$ cat config.mk
export PLATFORM = sky130hd
export DESIGN_NAME = spi_cmd_controller
export DESIGN_NICKNAME = d
export VERILOG_FILES = /design/src/rtl/spi_cmd_pkg.sv /design/src/rtl/spi_frame_timeout.sv /design/src/rtl/spi_cmd_controller.sv
export SDC_FILE = /design/constraint.sdc
export NUM_CORES = 1
export LEC_CHECK = 0
export CORE_MARGIN = 5
export CORE_UTILIZATION = 48
export CTS_CLUSTER_DIAMETER = 120
export DETAILED_ROUTE_END_ITERATION = 12
export HOLD_SLACK_MARGIN = 0.02
export PLACE_DENSITY = 0.77
export SYNTH_ARGS = -nofsm -noshare
export SYNTH_HDL_FRONTEND = slang
export SYNTH_SLANG_ARGS = --single-unit
$ cat constraint.sdc
create_clock -name clk -period 2.3 [get_ports clk]
set_clock_uncertainty 0.1 [all_clocks]
set_input_delay 0.345 -clock clk [delete_from_list [all_inputs] [get_ports clk]]
set_output_delay 0.345 -clock clk [all_outputs]
set_load 0.005 [all_outputs]
$ cat src/rtl/spi_cmd_pkg.sv
// spi_cmd_pkg: FSM states, command byte layout and constants shared by the SPI command controller
package spi_cmd_pkg;
  typedef enum logic [1:0] {IDLE, WDATA, RDUMMY} state_t;
  localparam logic [7:0] SYNC_BYTE = 8'h81;
  localparam int CMD_WRITE_BIT = 7;
  localparam int CMD_ADDR_LSB = 0;
  localparam int CMD_ADDR_W = 2;
  localparam int NUM_REGS = 4;
  function automatic logic cmd_ok(input logic [7:0] b);
    return b[CMD_WRITE_BIT-1:CMD_ADDR_LSB+CMD_ADDR_W] == '0;
  endfunction
endpackage

$ cat src/rtl/spi_frame_timeout.sv
// spi_frame_timeout: flags the CYCLES-th consecutive enabled cycle without a clear
module spi_frame_timeout #(
  parameter int CYCLES = 16000
) (
  input  logic clk,
  input  logic rst,
  input  logic clear,
  input  logic enable,
  output logic expired
);
  localparam int W = $clog2(CYCLES + 1);
  logic [W-1:0] count;
  assign expired = enable && !clear && count == W'(CYCLES - 1);
  always_ff @(posedge clk)
    count <= rst || clear || !enable || expired ? '0 : count + 1'b1;
endmodule

$ cat src/rtl/spi_cmd_controller.sv
// spi_cmd_controller: SPI command decoder driving a 4x8 register file.
// Define SPI_CMD_TIMEOUT_EN to abort frames stalled for TIMEOUT_CYCLES cycles.
module spi_cmd_controller
  import spi_cmd_pkg::*;
#(
  parameter int TIMEOUT_CYCLES = 16000
) (
  input  logic                     clk,
  input  logic                     rst,
  input  logic [7:0]               rx_byte,
  input  logic                     rx_valid,
  output logic [7:0]               tx_byte,
  output logic [8*NUM_REGS-1:0]    regs,
  output logic                     wr_strobe,
  output logic [CMD_ADDR_W-1:0]    wr_addr,
  output logic                     busy,
  output logic [7:0]               err_count
);
  state_t state, state_next;
  logic [NUM_REGS-1:0][7:0] rf;
  logic [CMD_ADDR_W-1:0] addr_q, addr_next, wr_addr_next, cmd_addr;
  logic [7:0] tx_next, err_next;
  logic accept, reject, do_write, timeout;

  if (TIMEOUT_CYCLES < 1) begin : g_bad_timeout
    $error("TIMEOUT_CYCLES must be at least 1");
  end

`ifdef SPI_CMD_TIMEOUT_EN
  spi_frame_timeout #(.CYCLES(TIMEOUT_CYCLES)) u_timeout (
    .clk(clk),
    .rst(rst),
    .clear(rx_valid),
    .enable(state != IDLE),
    .expired(timeout)
  );
`else
  assign timeout = 1'b0;
`endif

  assign regs = rf;
  assign cmd_addr = rx_byte[CMD_ADDR_LSB +: CMD_ADDR_W];
  assign accept = state == IDLE && rx_valid && cmd_ok(rx_byte);
  assign do_write = state == WDATA && rx_valid;

  always_ff @(posedge clk) begin
    if (rst) begin
      state <= IDLE;
      rf <= '0;
      addr_q <= '0;
      tx_byte <= SYNC_BYTE;
      wr_strobe <= 1'b0;
      wr_addr <= '0;
      busy <= 1'b0;
      err_count <= '0;
    end else begin
      state <= state_next;
      addr_q <= addr_next;
      tx_byte <= tx_next;
      wr_strobe <= do_write;
      wr_addr <= wr_addr_next;
      busy <= state_next != IDLE;
      err_count <= err_next;
      if (do_write) rf[addr_q] <= rx_byte;
    end
  end

  always_comb begin
    state_next = state;
    case (state)
      IDLE:          state_next = accept ? (rx_byte[CMD_WRITE_BIT] ? WDATA : RDUMMY) : IDLE;
      WDATA, RDUMMY: state_next = rx_valid || timeout ? IDLE : state;
      default:       state_next = IDLE;
    endcase
  end

  // tx_byte holds the read data only while the dummy byte is awaited
  always_comb begin
    tx_next = accept && !rx_byte[CMD_WRITE_BIT] ? rf[cmd_addr]
            : state_next == RDUMMY ? tx_byte : SYNC_BYTE;
    addr_next = accept ? cmd_addr : addr_q;
    wr_addr_next = do_write ? addr_q : wr_addr;
    reject = (state == IDLE && rx_valid && !cmd_ok(rx_byte)) || timeout;
    err_next = reject && err_count != 8'hFF ? err_count + 8'd1 : err_count;
  end
endmodule

-- Word level (Yosys, flattened, before mapping)
Cells that the tools add are included.
Widths: inputs -> output; s select.
- equality and inequality tests: 5
- add/subtract/negate cells: 1
- muxes and demuxes: 11
- reduce and logical (&&, ||, !) cells: 13
- magnitude comparators: 3
- operator list (cell ; number):
    $bwmux 32 ; 1
    $mux 8 ; 4
    $bmux 8 s2 ; 1
    $demux 8 s2 ; 1
    $add 8x1->8 const B ; 1
    $ne 8x8->1 const B ; 1
    $logic_and 1x1->1 ; 7
    $lt 2x3->1 const B ; 2
    $mux 2 ; 3
    $logic_not 5->1 ; 1
    $eq 2x2->1 const B ; 2
    $pmux 2 s2 ; 1
    $eq 2x1->1 const B ; 1
    $ge 2x1->1 const B ; 1
    $logic_not 1->1 ; 2
    $logic_not 2->1 ; 1
    $ne 2x2->1 const B ; 1
    $reduce_bool 2->1 ; 1
    $reduce_or 2->1 ; 1
- output and inout bits: 52
- bits of input ports: 11
- register bits after elaboration: 56
- logic and storage cells: 44

-- Logic depth before layout (Yosys ltp)
- word-level depth: 8
- mapped depth: 7
- depth with buffers taken out: 6

-- Worst setup path after synthesis
Ideal clock, no wire load.
- path kind: input to register
- start: in rx_byte[5]
- end: reg tx_byte[0]
- library setup time: 0.117 ns
- cell stages on the path: 4
- arrival time: 1.605 ns
- setup slack: 0.478 ns
- path buffers: 0
- data required time: 2.083 ns
- path through: or4_4 > or4_4 > o22ai_1 > nand2b_1
- longest elaborated chain between the ends: 6
- elaborated cells on any way between the ends: 8
- those cells by class: eq/ne: 2; mux: 3; reduce/logical: 3
- RTL lines (element ; RTL line ; text):
    from (decl) ; spi_cmd_controller.sv:10 ; input logic [7:0] rx_byte,
    $logic_not 5->1 (*) ; spi_cmd_pkg.sv:10 ; return b[CMD_WRITE_BIT-1:CMD_ADDR_LSB+CMD_ADDR_W] == '0;
    $logic_and 1x1->1 (*) ; spi_cmd_controller.sv:43 ; assign accept = state == IDLE && rx_valid && cmd_ok(rx_byte);
    $mux 2 ; spi_cmd_controller.sv:71 ; IDLE: state_next = accept ? (rx_byte[CMD_WRITE_BIT] ? WDATA : RDUMMY) : IDLE;
    $pmux 2 s2 ; spi_cmd_controller.sv:70 ; case (state)
    $eq 2x2->1 ; spi_cmd_controller.sv:80 ; : state_next == RDUMMY ? tx_byte : SYNC_BYTE;
    $ne 2x2->1 (no line) ; -- ;
    to (signal assigned) ; spi_cmd_controller.sv:59 ; tx_byte <= tx_next;
    to (decl) ; spi_cmd_controller.sv:12 ; output logic [7:0] tx_byte,
Mark *: on every way between the ends. The rest lies on a longest branch, timed or not.
A chain may end at the register's enable or synchronous reset.

-- Worst setup path in the final report
- start: in rx_byte[5]
- end: reg err_count[2]
- longest elaborated chain between the ends: 4
- RTL lines (element ; RTL line ; text):
    $logic_not 5->1 ; spi_cmd_pkg.sv:10 ;
    $logic_not 1->1 ; spi_cmd_controller.sv:83 ; reject = (state == IDLE && rx_valid && !cmd_ok(rx_byte)) || timeout;
    $logic_and 1x1->1 ; spi_cmd_controller.sv:83 ;
    $logic_and 1x1->1 ; spi_cmd_controller.sv:84 ; err_next = reject && err_count != 8'hFF ? err_count + 8'd1 : err_count;
    to (signal assigned) ; spi_cmd_controller.sv:63 ; err_count <= err_next;
    to (decl) ; spi_cmd_controller.sv:17 ; output logic [7:0] err_count
No other way between the ends.

==> run_results.csv <==
group,metric,value,unit
route,totalWireLength,6310,um
finish,antenna_cells,0,
timing,max_freq,501,MHz
timing,finalWorstSetupSlack,0.306,ns
route,drt-initial-drc-count,186,
floorplanning,ioPinCount,63,
clocking,ctsHoldBuffers,0,
clocking,cts_max_level,2,
place,gp_congestion,0.781,
finish,final_cells,408,
flow_run,max_cap_viol_count,0,
clocking,post_cts_resize_count,0,
clocking,cts_setup_buffers,0,
finish,finalNetCount,355,
clocking,worst_skew_pair.late_latency,0.31,ns
finish,regArea,1120,um2
timing,max_slew_margin,62.4,%
timing,fin_crit_sh,86.7,%
floorplanning,die_w,80.3,um
status,status,"finished, final reports clean",
setup_path,worst-setup-path-type,"in -> reg",
power,ir_drop,0.317,mV
clocking,cts_sinks,56,
route,via_per_inst,5.45,
clocking,cts_buffer_depth,2,
synth,synthAdderAreaFrac,2.11,%
power,p_leak,0.00107,uW
place,dp_slack,-0.0313,ns
route,drt-pass1-iter-count,4,
setup_path,crit_path_start_kind,"primary input",
route,drc_errors,0,
timing,fin_crit,1.99,ns
timing,tightest_slew,0.562,ns
clocking,cts_tree,"built",
global_routing,grt.overflow.total,0,
finish,final_util,68.6,%
synth,syn_area,2370,um2
setup_path,end_kind,"register",
place,placedCellCount,400,
timing,hold_viol_final,0,
timing,setup_viol,0,
place,io_buffers,62,
timing,fin_hold_ws,0.358,ns
min_path,holdPathStages,2,
synth,ys_ff_latch,56,
global_routing,grt_pass1_vias,2149,
synth,synth_edf_count,0,
place,hpwl,4490,um
timing,slew_violations,0,
synth,async_reset_ff_share,0,%
synth,yosysWarnings,0,
power,powerDensity,497,nW/um2
setup_path,cp.required,2.41,ns
floorplanning,row_count,25,
power,power,1620,uW
synth,syn_avg_cell_area,8.91,um2
finish,n_fill_cell,405,
setup_path,worstPathArrival,2.11,ns
global_routing,antenna_found_initial,0,
global_routing,grt_pass1_wl,10400,um
floorplanning,dieArea,6440,um2
synth,synth_top_family_by_area,"simple AND/OR/NAND/NOR gates",
global_routing,grt_max_degree,58,
synth,synth_cells,266,
synth,ys_seq_area_share,47.3,%
route,via_count,2224,
timing,rsz0062_at_grt,"no",
finish,drive_above_1_share,12.0,%
finish,multi_input_area,1170,um2
clocking,numCtsBuffers,5,
synth,synth-simple-area-share,23.0,%
min_path,holdCritPathClass,"reg -> reg",
synth,synthMuxAreaShare,8.87,%
route,drtAntennaViolNets,0,
setup_path,crit_path_max_fanout,11,
global_routing,grt_usage,21.0,%
clocking,root_buffer,"clkbuf_8",
synth,synth_compound_area_share,15.6,%
finish,area_delta_synth_final,37.6,%
synth,synth_xor_area_share,0,%
synth,synth-main-ff-cell,"dfxtp_1",
setup_path,worstRegToRegCells,5,
floorplanning,core-area,4750,um2
route,wire_per_inst,15.5,um
floorplanning,chipHeight,80.3,um
synth,synth_cell_types,36,
synth,syn_nets,281,
clocking,path_clk_slew,0.10,ns
floorplanning,start_util,49.9,%
## critical path, stage by stage
cell and delay, ns:
clkdlybuf4s50_1 0.42, or4_4 0.61, o21bai_4 0.27, nor2_1 0.12
a221oi_1 0.33
## sequential cells by signal (all words and copies together), names as in the netlist
register,cells
regs,32
err_count,8
tx_byte,8
addr_q,2
state,2
wr_addr,2
busy,1
wr_strobe,1
## area by class of cell
| type | instances | share of cell area [%] |
|---|---|---|
| clock buffers | 5 | 2.11 |
| well taps | 67 | 2.57 |
| repair buffers | 80 | 23.8 |
| inverters | 5 | 0.575 |
| flip-flops and latches | 56 | 34.4 |
| multi-input cells | 192 | 36.0 |
| clock inverters | 3 | 0.575 |
## report_power, final
| group | leakage, uW | switching [uW] | internal [uW] |
|---|---|---|---|
| Clock | 0.0000479 | 324 | 213 |
| Combinational | 0.000571 | 56.3 | 51.6 |
| Sequential | 0.000451 | 4.52 | 973 |
| Total | 0.00107 | 385 | 1240 |
## logic make-up (layout without fill, tap and decap cells)
kind of cell,after synthesis,count (layout)
AND/OR/NAND/NOR,117,117
flip-flops,56,56
AO/OA/AOI/OAI,60,60
adder cells (fa/ha/maj),4,4
buffers and inverters,18,93
multiplexers,11,11
## synth_stat cells (all sizes together), types with 4 or more instances
library cell  number  area [um2]
ha                 4        50.1
clkbuf            10        37.5
nor2              14        52.6
or4                6        52.6
dfxtp             56        1120
nand2             70         263
nand3              4        20.0
nor3               6        35.0
a22oi              7        52.6
mux4               8         180
nand2b             5        31.3
or3                4        25.0
inv                5        18.8
a21oi             39         195
## routing by layer
metal	vias up	GRT usage (%)	part of all wire, %
li1	1087	-	-
met1	1045	28.8	41
met2	84	33.1	50
met3	8	4.15	7.4
met4	0	7.26	1.5
met5	-	0	0
## placed cells by master, fill, tap and decap left out, types with 2 or more instances in the layout
cell type and count:
buf_4 16, nand4_1 3, dfxtp_1 56, mux4_2 8, or4_4 2, o22ai_1 2
clkdlybuf4s50_1 61, or4_1 4, a21oi_1 39, buf_12 2, nor3_1 5, nand2_1 70
nand2b_1 5, or3_1 4, mux2i_1 3, ha_1 4, clkbuf_8 5, clkinv_2 2
inv_1 5, a22oi_1 7, nand3_1 4, nor2_1 14, o31ai_1 3
## final timing paths
kind / start / to / slack [ns]
setup / recovery: rx_byte[5] / err_count[2] / 0.31
hold / removal: wr_addr[1] / wr_addr[1] / 0.36
setup reg to reg: err_count[0] / err_count[2] / 0.47
hold reg to reg: wr_addr[1] / wr_addr[1] / 0.36
## per-stage QoR
stage / TNS [ns] / area (um2)
5_1_grt: 0 / 3260
6_report: 0 / 3260
2_1_floorplan: 0 / 2370
3_3_place_gp: 0 / 3170
3_5_place_dp: -0.0565 / 3170
4_1_cts: 0 / 3260
No activity file was read; power rests on OpenSTA's default activity.
